===== config.mk =====
export PLATFORM = sky130hd
export DESIGN_NAME = fp_align_shifter
export DESIGN_NICKNAME = d
export VERILOG_FILES = /design/src/rtl/fp_pkg.sv /design/src/rtl/fp_sticky_rshift.sv /design/src/rtl/fp_align_shifter.sv
export SDC_FILE = /design/constraint.sdc
export NUM_CORES = 1
export LEC_CHECK = 0
export ABC_AREA = 1
export ABC_CLOCK_PERIOD_IN_PS = 3840
export BUFFER_PORTS_ARGS = -buffer_cell sky130_fd_sc_hd__buf_2
export CAP_MARGIN = 5
export CORE_ASPECT_RATIO = 1.75
export CORE_MARGIN = 3
export CORE_UTILIZATION = 30
export DETAILED_ROUTE_END_ITERATION = 10
export HOLD_SLACK_MARGIN = 0.05
export SETUP_SLACK_MARGIN = 0.5
export SLEW_MARGIN = 20
export SYNTH_ARGS = -nofsm -noshare
export SYNTH_HDL_FRONTEND = slang
export SYNTH_SLANG_ARGS = --single-unit

===== constraint.sdc =====
create_clock -name clk -period 3.84 [get_ports clk]
set_clock_uncertainty 0.15 [all_clocks]
set_input_delay 0.192 -clock clk [delete_from_list [all_inputs] [get_ports clk]]
set_output_delay 0.192 -clock clk [all_outputs]
set_load 0.03 [all_outputs]

===== src/rtl/fp_pkg.sv =====
// Shared constants and FSM encoding for the FP adder significand alignment stage.
package fp_pkg;

    localparam int FP_EXP_W     = 11;
    localparam int FP_MANT_W    = 53;
    localparam int FP_GRS_W     = 3;
    localparam int FP_SAT_LIMIT = FP_MANT_W + FP_GRS_W;

    typedef enum logic [1:0] {
        ST_IDLE  = 2'd0,
        ST_SHIFT = 2'd1,
        ST_DONE  = 2'd2
    } align_state_t;

endpackage


===== src/rtl/fp_sticky_rshift.sv =====
// Combinational right shift by amt (0..W) that folds every shifted-out bit into the LSB as sticky.
module fp_sticky_rshift #(
    parameter int W  = 56,
    parameter int SW = 6
) (
    input  logic [W-1:0]  din,
    input  logic [SW-1:0] amt,
    output logic [W-1:0]  dout
);

    logic [W-1:0] shifted;
    logic         lost;

    always_comb begin
        shifted = din >> amt;
        lost    = 1'b0;
        for (int i = 0; i < W; i++) begin
            if (i < int'(amt)) begin
                lost = lost | din[i];
            end
        end
        dout = {shifted[W-1:1], shifted[0] | lost};
    end

endmodule


===== src/rtl/fp_align_shifter.sv =====
// Significand alignment: picks the larger-exponent operand and right-shifts the other with G/R/S.
// Define FP_ALIGN_BARREL_EN for a single-cycle full barrel shift instead of STEP bits per cycle.
module fp_align_shifter
    import fp_pkg::*;
#(
    parameter int EXP_W  = FP_EXP_W,
    parameter int MANT_W = FP_MANT_W,
    parameter int STEP   = 8
) (
    input  logic                       clk,
    input  logic                       rst,
    input  logic                       in_valid,
    output logic                       in_ready,
    input  logic [EXP_W-1:0]           exp_a,
    input  logic [EXP_W-1:0]           exp_b,
    input  logic [MANT_W-1:0]          mant_a,
    input  logic [MANT_W-1:0]          mant_b,
    input  logic [EXP_W-1:0]           diff,
    input  logic                       slt,
    input  logic                       ovfl,
    output logic                       out_valid,
    input  logic                       out_ready,
    output logic [EXP_W-1:0]           exp_out,
    output logic [MANT_W-1:0]          big_mant,
    output logic [MANT_W+FP_GRS_W-1:0] small_aligned,
    output logic                       swapped
);

    localparam int AW    = MANT_W + FP_GRS_W;
    localparam int REM_W = $clog2(AW + 1);
    localparam logic [REM_W-1:0] SAT_R = REM_W'(AW);
    localparam logic [EXP_W-1:0] SAT_E = EXP_W'(AW);

    // Handshake: a transfer happens on any edge where valid and ready are both high;
    // the result is held unchanged from out_valid rising until out_valid & out_ready.
    align_state_t state_q, state_d;

    logic              accept;
    logic [MANT_W-1:0] small_sel, big_sel;
    logic [EXP_W-1:0]  exp_sel;
    logic [REM_W-1:0]  rem_init;
    logic [AW-1:0]     w_q, sh_in, sh_out;
    logic [REM_W-1:0]  sh_amt;
    logic              start_shift, shift_last;

    logic [EXP_W-1:0]  exp_q;
    logic [MANT_W-1:0] big_q;
    logic              swapped_q;

    assign accept = in_valid && (state_q == ST_IDLE);

    always_comb begin
        small_sel = slt ? mant_a : mant_b;
        big_sel   = slt ? mant_b : mant_a;
        exp_sel   = slt ? exp_b  : exp_a;
        if (ovfl || (diff > SAT_E)) begin
            rem_init = SAT_R;
        end else begin
            rem_init = diff[REM_W-1:0];
        end
    end

`ifdef FP_ALIGN_BARREL_EN
    assign sh_in       = {small_sel, {FP_GRS_W{1'b0}}};
    assign sh_amt      = rem_init;
    assign start_shift = 1'b0;
    assign shift_last  = 1'b1;
`else
    localparam logic [REM_W-1:0] STEP_R = REM_W'(STEP);

    logic [REM_W-1:0] rem_q, step_amt, rem_left;

    assign step_amt    = (rem_q < STEP_R) ? rem_q : STEP_R;
    assign rem_left    = rem_q - step_amt;
    assign sh_in       = w_q;
    assign sh_amt      = step_amt;
    assign start_shift = (rem_init != '0);
    assign shift_last  = (rem_left == '0);

    always_ff @(posedge clk) begin
        if (rst) begin
            rem_q <= '0;
        end else if (accept) begin
            rem_q <= rem_init;
        end else if (state_q == ST_SHIFT) begin
            rem_q <= rem_left;
        end
    end
`endif

    fp_sticky_rshift #(
        .W  (AW),
        .SW (REM_W)
    ) u_shift (
        .din  (sh_in),
        .amt  (sh_amt),
        .dout (sh_out)
    );

    always_ff @(posedge clk) begin
        if (rst) begin
            state_q <= ST_IDLE;
        end else begin
            state_q <= state_d;
        end
    end

    always_comb begin
        state_d = state_q;
        case (state_q)
            ST_IDLE: begin
                if (in_valid) begin
                    state_d = start_shift ? ST_SHIFT : ST_DONE;
                end
            end
            ST_SHIFT: begin
                if (shift_last) begin
                    state_d = ST_DONE;
                end
            end
            ST_DONE: begin
                if (out_ready) begin
                    state_d = ST_IDLE;
                end
            end
            default: state_d = ST_IDLE;
        endcase
    end

    always_comb begin
        in_ready  = (state_q == ST_IDLE);
        out_valid = (state_q == ST_DONE);
    end

    // Operands are captured only on accept, so port changes later have no effect.
    always_ff @(posedge clk) begin
        if (rst) begin
            exp_q     <= '0;
            big_q     <= '0;
            swapped_q <= 1'b0;
            w_q       <= '0;
        end else if (accept) begin
            exp_q     <= exp_sel;
            big_q     <= big_sel;
            swapped_q <= slt;
`ifdef FP_ALIGN_BARREL_EN
            w_q       <= sh_out;
`else
            w_q       <= {small_sel, {FP_GRS_W{1'b0}}};
`endif
        end else if (state_q == ST_SHIFT) begin
            w_q <= sh_out;
        end
    end

    assign exp_out       = exp_q;
    assign big_mant      = big_q;
    assign small_aligned = w_q;
    assign swapped       = swapped_q;

endmodule


## Yosys cells after proc, flatten, opt, wreduce, memory -nomap -nowiden

Cells that the tools add are included.

- Mux-type cells: 70
- Equal/unequal tests: 5
- Order comparisons: 58
- Reductions and logical operators: 8
- Shift operators: 1
- Bitwise logic cells: 56
- $add $sub $neg: 1

Operator list:

| operator | count |
|---|---|
| < comparator 6 bit, first input constant | 24 |
| two-way mux 56 bit | 2 |
| two-way mux 53 bit | 2 |
| < comparator 5 x 6 -> 1 bit, first input constant | 16 |
| two-way mux 1 bit | 56 |
| OR 1 bit | 56 |
| >> shifter 56 x 6 -> 56 bit | 1 |
| < comparator 4 x 6 -> 1 bit, first input constant | 8 |
| < comparator 3 x 6 -> 1 bit, first input constant | 4 |
| two-way mux 6 bit | 4 |
| < comparator 1 x 6 -> 1 bit, first input constant | 2 |
| < comparator 2 x 6 -> 1 bit, first input constant | 2 |
| > comparator 11 x 6 -> 1 bit, second input constant | 1 |
| two-way mux 11 bit | 1 |
| two-way mux 2 bit | 4 |
| logical NOT 6 bit | 1 |
| < comparator 6 x 4 -> 1 bit, second input constant | 1 |
| case mux 2 bit (3 select lines) | 1 |
| nonzero test 6 bit | 1 |
| subtractor 6 bit | 1 |
| != test 2 bit, second input constant | 2 |
| AND reduction 3 bit | 1 |
| equality test 2 x 1 -> 1 bit, second input constant | 1 |
| equality test 2 bit, second input constant | 1 |
| 6 further kinds | 6 |

- Input port bits: 145
- Output and inout port bits: 123
- Register bits after elaboration: 129

## Depth between registers and ports, before layout

- Depth after elaboration: 117
- Depth in mapped cells: 13

## By module

From an unflattened synthesis, not the netlist that was laid out.

- Cell total of the unflattened synthesis: 1889
- Area total of the unflattened synthesis: 10468.8 um^2

By module, submodules not included:

| module | cells each | times used | area each (um^2) |
|---|---|---|---|
| fp_align_shifter | 968 | 1 | 6393.6 |
| fp_sticky_rshift | 921 | 1 | 4075.2 |

## Worst setup path after synthesis

OpenSTA, ideal clock, no wires.

- Kind: flip-flop to flip-flop
- From: register state_q[1]
- To: register w_q[10] (netlist: small_aligned[10])
- Library setup time: 128 ps
- Path slack: 1783 ps
- Clock period less this slack: 2057 ps
- Stages on the path, launching flop included: 10
- Data required time: 3562 ps
- Buffers on the path: 1
- Data arrival time: 1779 ps
- Cells stage by stage: dfxtp_1 > nor2_1 > nand2_1 > inv_2 > nor2_1 > buf_2 > inv_2 > o32ai_1 > nor2_1 > nor2_1

- Longest elaborated chain between the ends: 3
- Elaborated cells between the ends (all ways): 5
- Those cells by class: eq/ne: 1; mux: 1; reduce/logical: 3

RTL lines:

| item | RTL line | RTL |
|---|---|---|
| start: declaration | fp_align_shifter.sv:36 | `align_state_t state_q, state_d;` |
| start signal: assignment | fp_align_shifter.sv:104 | `state_q <= state_d;` |
| logical NOT 2 bit (*) | n/a |  |
| net in_ready | fp_align_shifter.sv:13 | `output logic in_ready,` |
| logical AND 1 bit (*) | fp_align_shifter.sv:50 | `assign accept = in_valid && (state_q == ST_IDLE);` |
| two-way mux 56 bit or nonzero test 2 bit (tied branches) | n/a |  |
| end signal: assignment | fp_align_shifter.sv:149 | `w_q <= {small_sel, {FP_GRS_W{1'b0}}};` |
| end signal: assignment | fp_align_shifter.sv:152 | `w_q <= sh_out;` |
| end: declaration | fp_align_shifter.sv:42 | `logic [AW-1:0] w_q, sh_in, sh_out;` |

Mark *: on every way through the listed nets, which the timed path passes. The rest lies on a longest branch.
A chain may end at the register's enable or synchronous reset.

## Final worst setup path

- From: register rem_q[4]
- To: register w_q[3] (netlist: small_aligned[3])

- Longest elaborated chain between the ends: 5

RTL lines:

| item | RTL line | RTL |
|---|---|---|
| start: declaration | fp_align_shifter.sv:71 | `logic [REM_W-1:0] rem_q, step_amt, rem_left;` |
| start signal: assignment | fp_align_shifter.sv:84 | `rem_q <= rem_init;` |
| start signal: assignment | fp_align_shifter.sv:86 | `rem_q <= rem_left;` |
| < comparator 6 x 4 -> 1 bit | fp_align_shifter.sv:73 | `assign step_amt = (rem_q < STEP_R) ? rem_q : STEP_R;` |
| two-way mux 6 bit (*) | fp_align_shifter.sv:73 |  |
| >> shifter 56 x 6 -> 56 bit (*) | fp_sticky_rshift.sv:15 | `shifted = din >> amt;` |
| two-way mux 56 bit (*) | fp_align_shifter.sv:151 | `end else if (state_q == ST_SHIFT) begin` |
| two-way mux 56 bit (*) | fp_align_shifter.sv:142 | `end else if (accept) begin` |

Every way passes the cells marked *; elsewhere a longest branch is shown, timed or not. The select of a mux whose other input is x is not followed.

==> results_dict.tcl <==
set metrics [dict create \
    status "complete, no violations" \
    synth_top_area_share 0.313 \
    setup_viol 0 \
    power_per_cell_area_nw_per_um2 453 \
    min_path_type "in -> reg" \
    syn_area_um2 8260 \
    regToRegSetupSlack_ns 1.00 \
    fin_crit_ns 2.84 \
    die_h_um 226 \
    hold_end "small_aligned[26]" \
    grt_pass1_vias 10500 \
    clock-sinks 129 \
    antenna_left 0 \
    cts_root_buffer "clkbuf_16" \
    worstRegToRegCells 11 \
    critical_path_class "reg -> reg" \
    slew_violations 0 \
    max_freq_ghz 0.353 \
    wl_um 36100 \
    cts_tree "built" \
    yosys.cell_types.count 34 \
    antenna_found_initial 0 \
    synth_cells 1306 \
    diodes 0 \
    via_per_inst 5.25 \
    worstPathArrival_ns 2.99 \
    grt-ovfl-total 0 \
    cap_violations 0 \
    synth.area.top_cells "dfxtp_1, nand3_1, nand2_1, nor2_1, a21oi_1" \
    r2r_end "small_aligned[3]" \
    syn_nets 1452 \
    startpoint_type "register" \
    seqPwrFrac 0.310 \
    switchingPower_mw 2.24 \
    synthToLayoutAreaGrowth_pct 43.0 \
    synth_flop_cell "dfxtp_1" \
    syn_area_per_cell_um2 6.32 \
    place_hpwl_um 25800 \
    synthTopCellsByCount "nand3_1, nand2_1, nor2_1" \
    cts_setup_buffers 0 \
    vdd_ir_drop_max_mv 0.336 \
    drive_gt1_frac 0.199 \
    clock_latency_ns 0.44 \
    grt_first_pass_wirelength_um 56000 \
    grt_usage 0.237 \
    clk_pin_slew_ns 0.06 \
    synth_warnings 0 \
    htreeDepth 4 \
    hp-start "mant_b[23]" \
    core-area_um2 26900 \
    fin_crit_sh 0.738 \
    nets 1804 \
    swShare 0.419 \
    via_count 10700 \
    ctsResizeCount 0 \
    rsz0062_at_grt "false" \
    grt_max_degree 72 \
    holdPathStages 5 \
    clk_path_buf_depth 2 \
    cts_inserted_buffers 17 \
    yosysTopAreaCell "dfxtp_1" \
    synth-edff-count 0 \
    layout_setup_ws_ns 1.00 \
    yosysMostFrequentCell "nand3_1" \
    cp-end-kind "register" \
    start_util 0.307 \
    combPwrFrac 0.393 \
    synth_seq_cells 129 \
    synth-seq-area-share 0.313 \
    hold_viol 0 \
    fin_setup_tns_ns 0 \
    crit_fanout 47 \
    p_clk_frac 0.297 \
    gp_congestion 0.916 \
    firstDrtPassIters 7 \
    required_ns 4.00 \
    drt_iter0_drc 942 \
    port_buffers 267 \
    wl_per_cell_um 17.8 \
    die-area_um2 29600 \
    p_int_mw 3.11 \
    rows 79 \
    p_leak_nw 5.39 \
    maxSlewHeadroom 0.336 \
    r2r-start "rem_q[4]" \
    ios 268 \
    worst_pin_slew_ns 0.994 \
    die_x_um 131 \
    post-place-ws_ns 1.12 \
    ys_async_sr_fraction 0 \
    drc 0 \
]
==> final cells by class <==
cell class	count	area, um2
fillers	2893	15100
multi-input cells	996	4980
repair buffers	425	2900
flip-flops and latches	129	2580
well taps	364	455
clock buffers	18	429
inverters	89	335
clock inverters	14	130
==> power groups by stage <==
| stage | registers (mW) | logic (mW) | clock network (mW) |
|---|---|---|---|
| 3_5_place_dp | 1.68 | 1.95 | 0 |
| 2_1_floorplan | 1.96 | 0.995 | 0 |
| 4_1_cts | 1.66 | 2.09 | 1.62 |
| 5_1_grt | 1.68 | 2.28 | 1.67 |
| 6_report | 1.66 | 2.10 | 1.59 |
| 3_3_place_gp | 1.68 | 1.94 | 0 |
==> state kept, by name, indices dropped and copies added, names as in the netlist, named ones only <==
| register | cells |
|---|---|
| swapped | 1 |
| state_q | 2 |
| big_mant | 53 |
| exp_out | 11 |
| small_aligned | 55 |
| rem_q | 6 |
==> worst max-delay path by stage <==
stage,startpoint,end,slack [ns]
floorplan,state_q[1],small_aligned[10],1.78
global placement,rem_q[4],small_aligned[3],1.16
detailed placement,rem_q[4],small_aligned[3],1.12
CTS,state_q[1],rem_q[0],1.06
global route,rem_q[4],small_aligned[5],0.79
finish,rem_q[4],small_aligned[3],1.00
==> cells in the final DEF, fill, tap and decap left out, drive strengths merged, types with 8 or more instances in the layout <==
cell type and count:
a21oi 108, o211ai 10, inv 91, dlygate4sd3 142, nand3 238, nor3 35
nor2 154, nand2 238, o32ai 8, dfxtp 129, mux2i 54, a22oi 11
nand4 36, clkbuf 18, buf 283, o21ai 87
==> critical path, cell delays in order, from the launching register on <==
cell and delay, ns:
dfxtp_1 0.41, nor2_2 0.07, nand2_4 0.35, clkinv_2 0.19, nand2_2 0.69, nand2_1 0.16, nand3_1 0.16, nand3_1 0.12
o21ai_1 0.10, nor2_1 0.06, nor2_1 0.15, nor2_1 0.05
==> metrics by stage <==
stage	utilization	hold slack [ns]	power, mW	cells	cell area (um2)
floorplan	-	0.204	2.95	1306	8260
global placement	0.366	0.283	3.62	1861	9830
detailed placement	0.366	0.290	3.63	1861	9830
CTS	0.439	0.0515	5.37	2035	11800
global route	0.439	0.0957	5.63	2035	11800
finish	0.439	0.0721	5.35	2035	11800
==> metal layers <==
metal | part of all wire | wire length, um | track usage | vias up
met4 | 0.063 | 2290 | 0.148 | 0
met5 | 0 | 0 | 0 | -
li1 | - | - | - | 5181
met3 | 0.044 | 1570 | 0.0360 | 116
met1 | 0.37 | 13300 | 0.250 | 4974
met2 | 0.52 | 19000 | 0.439 | 417
==> logic make-up after synthesis <==
family	synth area share
and+or+nand+nor	0.379
AOI/OAI and AO/OA	0.153
buffers and inverters	0.0885
DFF	0.313
muxes	0.0654
adders and majority gates	0.00151
other	0.000454
==> what timing repair did <==
item / 4_1_cts / 5_1_grt
hold buffers: 142 / 0
endpoints found under the hold margin: 89 / 0
endpoints found under the setup margin: 0 / 0
(Power assumes the default switching activity.)
